File: src/rtl/imm_instr_encoder_if.sv
`default_nettype none
// ============================================================================
// Module      : imm_instr_encoder_if
// Description : Upstream and downstream valid/ready bundle for the immediate
//               instruction encoder.
//               The slave modport is the encoder's view of the bundle.
//               The master modport is the view of the loader and the IM writer.
//   in_valid/in_ready    : upstream handshake
//   in_type              : immediate format (00 I, 01 S, 10 B, 11 J)
//   in_imm               : signed immediate (byte offset for B/J)
//   in_base              : base instruction word (opcode/rd/rs/funct)
//   out_valid/out_ready  : downstream handshake
//   out_instr            : encoded instruction word
//   out_err              : immediate not representable (range-check builds only)
// Revision    : 1.0  initial release
// ============================================================================
interface imm_instr_encoder_if;
    logic        in_valid;
    logic        in_ready;
    logic [1:0]  in_type;
    logic [31:0] in_imm;
    logic [31:0] in_base;
    logic        out_valid;
    logic        out_ready;
    logic [31:0] out_instr;
    logic        out_err;

    modport slave (
        input  in_valid, in_type, in_imm, in_base, out_ready,
        output in_ready, out_valid, out_instr, out_err
    );

    modport master (
        output in_valid, in_type, in_imm, in_base, out_ready,
        input  in_ready, out_valid, out_instr, out_err
    );
endinterface
`default_nettype wire

File: src/rtl/imm_instr_encoder.sv
`default_nettype none
// ============================================================================
// Module      : imm_instr_encoder
// Description : Packs a 32-bit signed immediate into the I/S/B/J field
//               positions of an RV32I instruction word. The immediate bits
//               replace the matching bits of a base word. The encoder is a
//               2-stage valid/ready pipeline with a combinational ready chain.
//               It buffers at most 2 words and keeps them in order.
//   clk        : rising-edge clock
//   rst        : synchronous active-high reset
//   bus        : imm_instr_encoder_if.slave (upstream and downstream handshakes)
//   enc_count  : count of completed output handshakes (wraps)
// Options     : IMM_RANGE_CHECK_EN when defined flags an immediate that is not
//               representable on out_err. Such a word is still truncated and
//               emitted. When the macro is undefined, out_err is tied to 0.
// Revision    : 1.0  initial release
// ============================================================================
module imm_instr_encoder #(
    parameter int CNT_W = 16
) (
    input  wire logic             clk,
    input  wire logic             rst,
    imm_instr_encoder_if.slave    bus,
    output logic [CNT_W-1:0]      enc_count
);

    localparam logic [1:0] c_fmt_i = 2'b00;
    localparam logic [1:0] c_fmt_s = 2'b01;
    localparam logic [1:0] c_fmt_b = 2'b10;
    localparam logic [1:0] c_fmt_j = 2'b11;

    localparam logic [CNT_W-1:0] c_cnt_one = {{(CNT_W-1){1'b0}}, 1'b1};

`ifdef IMM_RANGE_CHECK_EN
    // The range check needs the upper bits of the immediate.
    localparam int c_imm_w = 32;
`else
    // The widest field is J, which uses imm[20:1].
    localparam int c_imm_w = 21;
`endif

    // Stage 1: captured request
    logic               r_s1_v;
    logic [1:0]         r_s1_type;
    logic [c_imm_w-1:0] r_s1_imm;
    logic [31:0]        r_s1_base;

    // Stage 2: encoded result
    logic               r_s2_v;
    logic [31:0]        r_s2_instr;
    logic               r_s2_err;

    logic [CNT_W-1:0]   r_enc_count;

    logic               w_s1_adv;
    logic               w_s2_adv;
    logic [31:0]        w_instr;
    logic               w_err;

    assign w_s2_adv = !r_s2_v || bus.out_ready;
    assign w_s1_adv = !r_s1_v || w_s2_adv;

    // Overwrite only the immediate fields and keep the other base bits.
    always_comb begin
        w_instr = r_s1_base;
        case (r_s1_type)
            c_fmt_i: begin
                w_instr[31:20] = r_s1_imm[11:0];
            end
            c_fmt_s: begin
                w_instr[31:25] = r_s1_imm[11:5];
                w_instr[11:7]  = r_s1_imm[4:0];
            end
            c_fmt_b: begin
                w_instr[31]    = r_s1_imm[12];
                w_instr[30:25] = r_s1_imm[10:5];
                w_instr[11:8]  = r_s1_imm[4:1];
                w_instr[7]     = r_s1_imm[11];
            end
            c_fmt_j: begin
                w_instr[31]    = r_s1_imm[20];
                w_instr[30:21] = r_s1_imm[10:1];
                w_instr[20]    = r_s1_imm[11];
                w_instr[19:12] = r_s1_imm[19:12];
            end
            default: begin
                w_instr = r_s1_base;
            end
        endcase
    end

`ifdef IMM_RANGE_CHECK_EN
    // An N-bit signed value fits when all bits from its sign bit up to bit 31
    // are equal.
    logic w_fit12;
    logic w_fit13;
    logic w_fit21;

    assign w_fit12 = (&r_s1_imm[31:11]) || !(|r_s1_imm[31:11]);
    assign w_fit13 = (&r_s1_imm[31:12]) || !(|r_s1_imm[31:12]);
    assign w_fit21 = (&r_s1_imm[31:20]) || !(|r_s1_imm[31:20]);

    always_comb begin
        w_err = 1'b0;
        case (r_s1_type)
            c_fmt_i, c_fmt_s: w_err = !w_fit12;
            c_fmt_b:          w_err = !w_fit13 || r_s1_imm[0];
            c_fmt_j:          w_err = !w_fit21 || r_s1_imm[0];
            default:          w_err = 1'b0;
        endcase
    end
`else
    assign w_err = 1'b0;
`endif

    always_ff @(posedge clk) begin
        if (rst) begin
            r_s1_v      <= 1'b0;
            r_s1_type   <= 2'b00;
            r_s1_imm    <= '0;
            r_s1_base   <= 32'h0;
            r_s2_v      <= 1'b0;
            r_s2_instr  <= 32'h0;
            r_s2_err    <= 1'b0;
            r_enc_count <= '0;
        end else begin
            if (w_s1_adv) begin
                r_s1_v <= bus.in_valid;
                if (bus.in_valid) begin
                    r_s1_type <= bus.in_type;
                    r_s1_imm  <= bus.in_imm[c_imm_w-1:0];
                    r_s1_base <= bus.in_base;
                end
            end
            // Stage 2 holds its data while stalled, so the output stays stable.
            if (w_s2_adv) begin
                r_s2_v <= r_s1_v;
                if (r_s1_v) begin
                    r_s2_instr <= w_instr;
                    r_s2_err   <= w_err;
                end
            end
            if (r_s2_v && bus.out_ready) begin
                r_enc_count <= r_enc_count + c_cnt_one;
            end
        end
    end

    assign bus.in_ready  = w_s1_adv;
    assign bus.out_valid = r_s2_v;
    assign bus.out_instr = r_s2_instr;
    assign bus.out_err   = r_s2_err;
    assign enc_count     = r_enc_count;

endmodule
`default_nettype wire

File: src/flat_wrapper.sv
// flat-port wrapper written by rule: the top's interface ports become plain ports
module imm_instr_encoder_flat 
#(
    parameter int CNT_W = 16
)
  (clk, rst, enc_count, bus_in_valid, bus_in_type, bus_in_imm, bus_in_base, bus_out_ready, bus_in_ready, bus_out_valid, bus_out_instr, bus_out_err);
  imm_instr_encoder_if bus_i ();
  input  wire logic clk;
  input  wire logic rst;
  output logic [CNT_W-1:0] enc_count;
  input wire logic [$bits(bus_i.in_valid)-1:0] bus_in_valid;
  input wire logic [$bits(bus_i.in_type)-1:0] bus_in_type;
  input wire logic [$bits(bus_i.in_imm)-1:0] bus_in_imm;
  input wire logic [$bits(bus_i.in_base)-1:0] bus_in_base;
  input wire logic [$bits(bus_i.out_ready)-1:0] bus_out_ready;
  output wire logic [$bits(bus_i.in_ready)-1:0] bus_in_ready;
  output wire logic [$bits(bus_i.out_valid)-1:0] bus_out_valid;
  output wire logic [$bits(bus_i.out_instr)-1:0] bus_out_instr;
  output wire logic [$bits(bus_i.out_err)-1:0] bus_out_err;
  assign bus_i.in_valid = bus_in_valid;
  assign bus_i.in_type = bus_in_type;
  assign bus_i.in_imm = bus_in_imm;
  assign bus_i.in_base = bus_in_base;
  assign bus_i.out_ready = bus_out_ready;
  assign bus_in_ready = bus_i.in_ready;
  assign bus_out_valid = bus_i.out_valid;
  assign bus_out_instr = bus_i.out_instr;
  assign bus_out_err = bus_i.out_err;
  imm_instr_encoder #(.CNT_W(CNT_W)) u_core (.clk(clk), .rst(rst), .bus(bus_i), .enc_count(enc_count));
endmodule
File: config.mk
export PLATFORM = sky130hd
export DESIGN_NAME = imm_instr_encoder_flat
export DESIGN_NICKNAME = d
export VERILOG_FILES = /design/src/rtl/imm_instr_encoder_if.sv /design/src/rtl/imm_instr_encoder.sv /design/src/flat_wrapper.sv
export SDC_FILE = /design/constraint.sdc
export NUM_CORES = 1
export LEC_CHECK = 0
export ABC_AREA = 1
export CORE_UTILIZATION = 45
export DETAILED_ROUTE_END_ITERATION = 16
export PLACE_DENSITY = 0.89
export RECOVER_POWER = 25
export SETUP_SLACK_MARGIN = 0.4
export SYNTH_ARGS = -nofsm -noshare
export SYNTH_HDL_FRONTEND = slang
export SYNTH_SLANG_ARGS = --single-unit
export TNS_END_PERCENT = 5
File: constraint.sdc
create_clock -name clk -period 1.9 [get_ports clk]
set_clock_uncertainty 0.1 [all_clocks]
set_input_delay 0.38 -clock clk [delete_from_list [all_inputs] [get_ports clk]]
set_output_delay 0.38 -clock clk [all_outputs]
set_load 0.05 [all_outputs]
==> reports/qor.csv, run 1 <==
metric;value;unit
fraction of layout instances using a drive strength above 1;17.18;%
vias in the first global route;3468;
count of nets after finishing;687;
width of the chip;94.77;um
fraction of the mapped netlist area in adder cells;1.616;%
LEAKAGE;2.194;nW
max-cap check violation count;0;
weighted congestion reported at the end of routability-driven placement;0.8036;
final HPWL from detailed placement;6563;um
combined global-route utilization of all metal layers;21.29;%
ant diodes;0;
Area after DPL;4887;um^2
num rows;33;
post-placement cell count;700;
type of the setup path with the least slack;reg -> reg;
number of flops mapped to enable cells by yosys;0;
multiplexer fraction of the synthesized cell area;0;%
root buffer cell;clkbuf_8;
number of vias in the routed layout;3614;
highest clock frequency the design can meet;622.7;MHz
hold slack final;0.3713;ns
Hold Path Cell Cnt;2;
worst flop-to-flop path endpoint;u_core.r_s1_base[20]$_SDFFE_PP0P_;
Ys Warns;0;
source-to-sink clock delay at the later pin of the worst-skew pair;0.36;ns
headroom to the max-slew limit;58.02;%
Inserted Clock Buffers;9;
end of the worst hold path;u_core.r_s1_imm[1]$_SDFFE_PP0P_;
wire length of the first global-routing pass;14950;um
area taken by flip-flops and latches;1979;um^2
GRT Max-Usage Layer;met2;
Setup crit end kind;flop;
Post-Synth XOR/XNOR Area;0;%
die height;94.77;um
worst slack after detailed placement;-0.09930;ns
combinational share of power;17.0;%
number of pins with negative max-slew slack in the final report;0;
final period demand of the worst path;1.606;ns
length of the first detailed-routing pass in iterations;4;
share of power burned in the clock network;31.5;%
prevailing post-synth register cell;dfxtp_1;
fraction of the mapped netlist area in compound gates;18.55;%
area occupied by multi-input gates;1668;um^2
average wire length per cell after detail routing;12.79;um
startpoint type of the worst setup path;flop;
area added between synthesis and finish;33.60;%
DRC Markers;0;
Synth Instances;511;
power spent charging and discharging nets;0.001224;W
synthesis-stage register bit count;98;
worst min-delay path class;reg -> reg;
internal power;0.003143;W
overall die area;8980;um^2
met1 routing resource usage after global routing;24.59;%
area of the core;8258;um^2
setup slack of the worst register-to-register path;0.29;ns
netlist area before placement;3872;um^2
H-tree Lvls;3;
PortBufs;101;
Global Route met2 Usage;37.71;%
worst-case setup margin in the final layout;0.2942;ns
number of hold-slack violations in the final timing report;0;
Worst Hold Launch;u_core.r_s1_imm[1]$_SDFFE_PP0P_;
pin slew with the least headroom to its limit;0.6296;ns
proportion of total power due to net switching;28.03;%
Finished Core Util;62.65;%
worst path arrival time;1.80;ns
unrepaired setup endpoints after global routing;true;
GRT met3 Usage;5.314;%
share of the cycle needed by the critical path after routing;84.52;%
count of clock tree sinks;98;
count of antenna-violating nets left after detailed routing;0;
Cell Pwr Density;844.0;nW/um^2
largest net degree at the start of global routing;65;
register clock-pin slew on the reported worst setup and hold paths;0.09;ns
clock tree from TritonCTS;done;
async set-or-reset flop fraction in the synthesized netlist;0;%
distinct cell type count after synthesis;27;
sequential cell fraction of total power;51.6;%
Post-Syn Nets;586;
io pins;121;
via/cell ratio;5.006;
R2R depth;6;
initial antenna violation count;0;
combinational family with the most area after synthesis;simple AND/OR/NAND/NOR gates;
average size of a mapped cell;7.578;um^2
maximum net fanout on the critical path;18;
status;complete, no violations;
initial cell density of the core;46.89;%
clock tree buffer depth;2;
Filler Cell Count;692;
maximum VDD drop;0.4327;mV
area fraction in and, or, nand and nor cells after synthesis;21.36;%
total length of routed wires;9235;um
number of setup violations in the final report;0;
grt ovf;0;
launch instance of the worst register-to-register path;u_core.bus.out_valid$_SDFFE_PP0P_;
required time reported for the critical path endpoint;2.10;ns
final std cells w/o fill;722;
sequential element share of the synthesized area;50.66;%
starting DRC count in detailed routing;133;
final cell area excluding filler cells;5174;um^2
==> worst max-delay path: stages (launching register included) <==
cell	delay (ns)
dfxtp_4	0.37
nand3_4	0.07
clkbuf_4	0.14
nand2_2	0.09
clkbuf_1	0.50
o21ai_0	0.17
nor2_1	0.12
==> flip-flops by register name (all words and copies together) (netlist names) <==
name and count:
u_core.r_s1_type 2, u_core.r_s1_base 25, u_core.bus.out_valid 1, u_core.enc_count 16
u_core.bus.out_instr 32, u_core.r_s1_v 1, u_core.r_s1_imm 21
==> cells by family (layout without fill, tap and decap cells) <==
| family | Yosys count | count (layout) |
|---|---|---|
| flip-flops | 98 | 98 |
| adder cells (fa/ha/maj) | 5 | 5 |
| AND/OR/NAND/NOR | 203 | 203 |
| AO/OA/AOI/OAI | 139 | 139 |
| other | 1 | 1 |
| buffers and inverters | 65 | 171 |
==> cell usage after synthesis (3+ instances only) <==
| cell | n | area, um^2 |
|---|---|---|
| nand3_1 | 14 | 70.07 |
| clkbuf_1 | 10 | 37.54 |
| inv_1 | 30 | 112.6 |
| a31oi_1 | 12 | 75.07 |
| buf_6 | 4 | 45.04 |
| nor3_1 | 3 | 15.01 |
| a21oi_1 | 34 | 170.2 |
| o21ai_0 | 89 | 445.4 |
| nand2_1 | 51 | 191.4 |
| ha_1 | 5 | 62.56 |
| dfxtp_1 | 98 | 1962 |
| buf_2 | 12 | 60.06 |
| nor2_1 | 125 | 469.2 |
| nand2_2 | 4 | 25.02 |
| inv_2 | 4 | 15.01 |
==> placed cells by master, fill, tap and decap left out, types with 2 or more instances in the layout <==
cell type,n
nor2_1,125
dfxtp_1,90
o21ai_0,88
buf_4,60
nand2_1,52
clkdlybuf4s50_1,50
a21oi_1,34
inv_1,31
a31oi_1,12
nand3_1,11
clkbuf_8,11
dfxtp_2,5
clkinv_2,4
nand2_2,3
nand3_2,3
nor3_1,3
ha_1,3
buf_12,3
clkbuf_1,3
dfxtp_4,3
inv_2,2
nand4_1,2
o22ai_1,2
ha_4,2
==> per-stage QoR <==
stage,TNS (ns),total power [W]
3_3_place_gp,-1.317,0.003003
6_report,0,0.004367
5_1_grt,0,0.004565
4_1_cts,0,0.004397
2_1_floorplan,0,0.002745
3_5_place_dp,-2.564,0.003026
==> final cells by class <==
type	instances	share of cell area, %
Clock buffer	11	2.926
Clock inverter	5	1.016
Inverter	35	2.612
Multi-Input combinational cell	348	32.24
Sequential cell	98	38.26
Tap cell	105	2.539
Timing Repair Buffer	120	20.41
==> what timing repair did <==
item	in CTS	in global routing
gates resized for setup	8	12
setup endpoints to repair	54	65
hold buffers	0	0
pin swaps	2	2
setup buffers	4	2
==> routing by layer <==
| metal | vias up | share of wire (%) |
|---|---|---|
| li1 | 1864 | - |
| met1 | 1626 | 43 |
| met2 | 107 | 50 |
| met3 | 17 | 5.3 |
| met4 | 0 | 1.6 |
| met5 | - | 0 |
==> power by group through the flow <==
stage / Sequential (W) / Combinational, W / Clock, W
floorplan: 0.00246 / 0.000286 / 0
global placement: 0.00229 / 0.000710 / 0
CTS: 0.00225 / 0.000743 / 0.00140
global route: 0.00227 / 0.000806 / 0.00149
finish: 0.00225 / 0.000741 / 0.00137
detailed placement: 0.00230 / 0.000727 / 0
==> worst max-delay path by stage <==
stage	startpoint	endpoint	slack, ns	depth (start not counted)
final	u_core.bus.out_valid$_SDFFE_PP0P_	u_core.r_s1_base[20]$_SDFFE_PP0P_	0.29	6
after global routing	u_core.bus.out_valid$_SDFFE_PP0P_	u_core.r_s1_base[4]$_SDFFE_PP0P_	0.16	6
after CTS	u_core.bus.out_valid$_SDFFE_PP0P_	bus_in_ready	0.36	3
after detailed placement	bus_out_ready	u_core.r_s1_base[9]$_SDFFE_PP0P_	-0.1	7
after global placement	bus_out_ready	u_core.r_s1_base[18]$_SDFFE_PP0P_	-0.04	7
after floorplan	u_core.enc_count[4]$_SDFFE_PP0P_	u_core.enc_count[11]$_SDFFE_PP0P_	0.33	7
Note: power is estimated with default switching activity, not from simulation.
==> run 2: changes to the inputs <==
==> constraint.sdc (replaced) <==
create_clock -name clk -period 1.55 [get_ports clk]
set_clock_uncertainty 0.1 [all_clocks]
set_input_delay 0.31 -clock clk [delete_from_list [all_inputs] [get_ports clk]]
set_output_delay 0.31 -clock clk [all_outputs]
set_load 0.05 [all_outputs]
==> reports/qor.csv, run 2 (same netlist as run 1, synthesis figures left out) <==
metric;value;unit;change
num rows;33;;unchanged
root buffer cell;clkbuf_8;;
total length of routed wires;10940;um;+19%
area occupied by multi-input gates;1775;um^2;+6.5%
status;complete, no violations;;
final period demand of the worst path;1.467;ns;
maximum VDD drop;0.6017;mV;+39%
PortBufs;101;;unchanged
number of hold-slack violations in the final timing report;0;;unchanged
type of the setup path with the least slack;reg -> out;;
clock tree from TritonCTS;done;;
count of clock tree sinks;98;;unchanged
initial antenna violation count;0;;unchanged
Worst Hold Launch;u_core.r_s1_imm[20]$_SDFFE_PP0P_;;
share of power burned in the clock network;29.8;%;-1.7 points
vias in the first global route;3909;;+13%
number of pins with negative max-slew slack in the final report;0;;unchanged
setup slack of the worst register-to-register path;0.12;ns;-0.17 ns
area of the core;8258;um^2;unchanged
worst min-delay path class;reg -> reg;;
final std cells w/o fill;737;;+2.1%
number of vias in the routed layout;3890;;+7.6%
source-to-sink clock delay at the later pin of the worst-skew pair;0.35;ns;about the same
DRC Markers;0;;unchanged
Hold Path Cell Cnt;2;;unchanged
combinational share of power;20.5;%;+3.5 points
weighted congestion reported at the end of routability-driven placement;0.8113;;+0.96%
die height;94.77;um;unchanged
clock tree buffer depth;2;;unchanged
starting DRC count in detailed routing;169;;+27%
Inserted Clock Buffers;9;;unchanged
fraction of layout instances using a drive strength above 1;23.26;%;+6.1 points
ant diodes;0;;unchanged
hold-fix buffers at CTS;0;;unchanged
Filler Cell Count;593;;-14%
unrepaired setup endpoints after global routing;true;;
width of the chip;94.77;um;unchanged
LEAKAGE;2.448;nW;+12%
wire length of the first global-routing pass;17910;um;+20%
initial cell density of the core;46.89;%;unchanged
number of setup violations in the final report;0;;unchanged
length of the first detailed-routing pass in iterations;7;;+3
Power Total;0.005609;W;+28%
maximum net fanout on the critical path;2;;-16
io pins;121;;unchanged
area taken by flip-flops and latches;1986;um^2;+0.32%
Cell Pwr Density;938.8;nW/um^2;+11%
via/cell ratio;5.278;;+5.4%
post-placement cell count;709;;+1.3%
count of nets after finishing;703;;+2.3%
share of the cycle needed by the critical path after routing;94.65;%;
register clock-pin slew on the reported worst setup and hold paths;0.08;ns;about the same
R2R depth;7;;+1
sequential cell fraction of total power;49.7;%;-1.9 points
Setup crit end kind;output port;;
commonest cells after routing, fill and taps aside;nor2_1, dfxtp_1, o21ai_0;;
launch instance of the worst register-to-register path;u_core.bus.out_valid$_SDFFE_PP0P_;;
highest clock frequency the design can meet;681.6;MHz;
startpoint type of the worst setup path;flop;;
power spent charging and discharging nets;0.001543;W;+26%
internal power;0.004066;W;+29%
combined global-route utilization of all metal layers;25.88;%;+4.6 points
required time reported for the critical path endpoint;1.14;ns;-0.96 ns
first element of the critical path;u_core.bus.out_valid$_SDFFE_PP0P_;;
grt ovf;0;;unchanged
overall die area;8980;um^2;unchanged
H-tree Lvls;3;;unchanged
final HPWL from detailed placement;7326;um;+12%
max FFs per register;32;;unchanged
max-cap check violation count;0;;unchanged
count of antenna-violating nets left after detailed routing;0;;unchanged
average wire length per cell after detail routing;14.85;um;+16%
proportion of total power due to net switching;27.50;%;-0.53 points
worst path arrival time;1.06;ns;-0.74 ns
commonest non-fill, non-tap cell in the layout;nor2_1;;
area added between synthesis and finish;54.28;%;
largest net degree at the start of global routing;32;;-51%
worst flop-to-flop path endpoint;u_core.bus.out_instr[8]$_SDFFE_PP0P_;;
end of the worst hold path;u_core.r_s1_imm[20]$_SDFFE_PP0P_;;
run 2: cell types whose count changed in the layout (fill, tap and decap cells not counted), sizes merged:
cell / delta
clkbuf: +14
buf: +3
clkinv: -2
bufbuf: +1
clkdlybuf4s15: -1
clkinvlp: -1
dlygate4sd2: +1
run 2: worst max-delay path by stage:
stage,endpoint,cells past startpoint
after floorplan,u_core.enc_count[12]$_SDFFE_PP0P_,6
after global placement,u_core.enc_count[12]$_SDFFE_PP0P_,6
after detailed placement,u_core.enc_count[14]$_SDFFE_PP0P_,6
after CTS,bus_in_ready,3
after global routing,u_core.enc_count[14]$_SDFFE_PP0P_,7
final,bus_in_ready,3
run 2: area by class of cell:
class	instances	share of cell area (%)
Sequential cell	98	33.24
Clock inverter	2	0.5864
Multi-Input combinational cell	348	29.72
Inverter	35	2.408
Clock buffer	13	2.827
Timing Repair Buffer	136	29.03
Tap cell	105	2.199
run 2: power by group through the flow:
| stage | Sequential (W) | Combinational [W] | Clock (W) |
|---|---|---|---|
| global route | 0.00280 | 0.00123 | 0.00181 |
| floorplan | 0.00301 | 0.000359 | 0 |
| detailed placement | 0.00285 | 0.00109 | 0 |
| global placement | 0.00284 | 0.00106 | 0 |
| CTS | 0.00280 | 0.00121 | 0.00170 |
| finish | 0.00279 | 0.00115 | 0.00167 |
run 2: routing by layer:
layer / GRT usage, % / vias up / routed length [um]
met4: 12.37 / 0 / 343
met5: 0 / - / 0
met3: 4.348 / 36 / 542
li1: - / 1901 / -
met1: 27.45 / 1791 / 4184
met2: 49.04 / 162 / 5873
run 2: what timing repair did:
item                                   CTS  global route
endpoints found under the hold margin    0             0
gates cloned                             3             0
setup buffers                            8             2
pin swaps                               12             6
setup endpoints to repair              146           146
resized for setup                       43             8
run 2: critical path, stage by stage, from the launching register on:
cell and delay (ns):
dfxtp_4 0.37, nand3_4 0.08, buf_6 0.12, buf_12 0.14
run 2: per-stage QoR:
| stage | setup WS (ns) | utilization (%) | hold slack [ns] | TNS, ns | instance area [um^2] |
|---|---|---|---|---|---|
| 6_report | 0.08288 | 72.35 | 0.3677 | 0 | 5974 |
| 5_1_grt | -0.02296 | 72.35 | 0.3991 | -0.02296 | 5974 |
| 4_1_cts | 0.08052 | 74.44 | 0.3731 | 0 | 6147 |
| 3_5_place_dp | -0.2880 | 68.29 | 0.3614 | -16.85 | 5639 |
| 3_3_place_gp | -0.2140 | 68.29 | 0.3380 | -12.71 | 5639 |
| 2_1_floorplan | 0.1095 | - | 0.2694 | 0 | 3920 |
==> run 3: changes to the inputs <==
--- a/config.mk
+++ b/config.mk
@@ -8,6 +8,7 @@
 export ABC_AREA = 1
 export CORE_UTILIZATION = 45
 export DETAILED_ROUTE_END_ITERATION = 16
+export HOLD_SLACK_MARGIN = 0.12
 export PLACE_DENSITY = 0.89
 export RECOVER_POWER = 25
 export SETUP_SLACK_MARGIN = 0.4
==> results of run 3 <==
No change in the layout: final DEF, timing and power equal those of run 2.
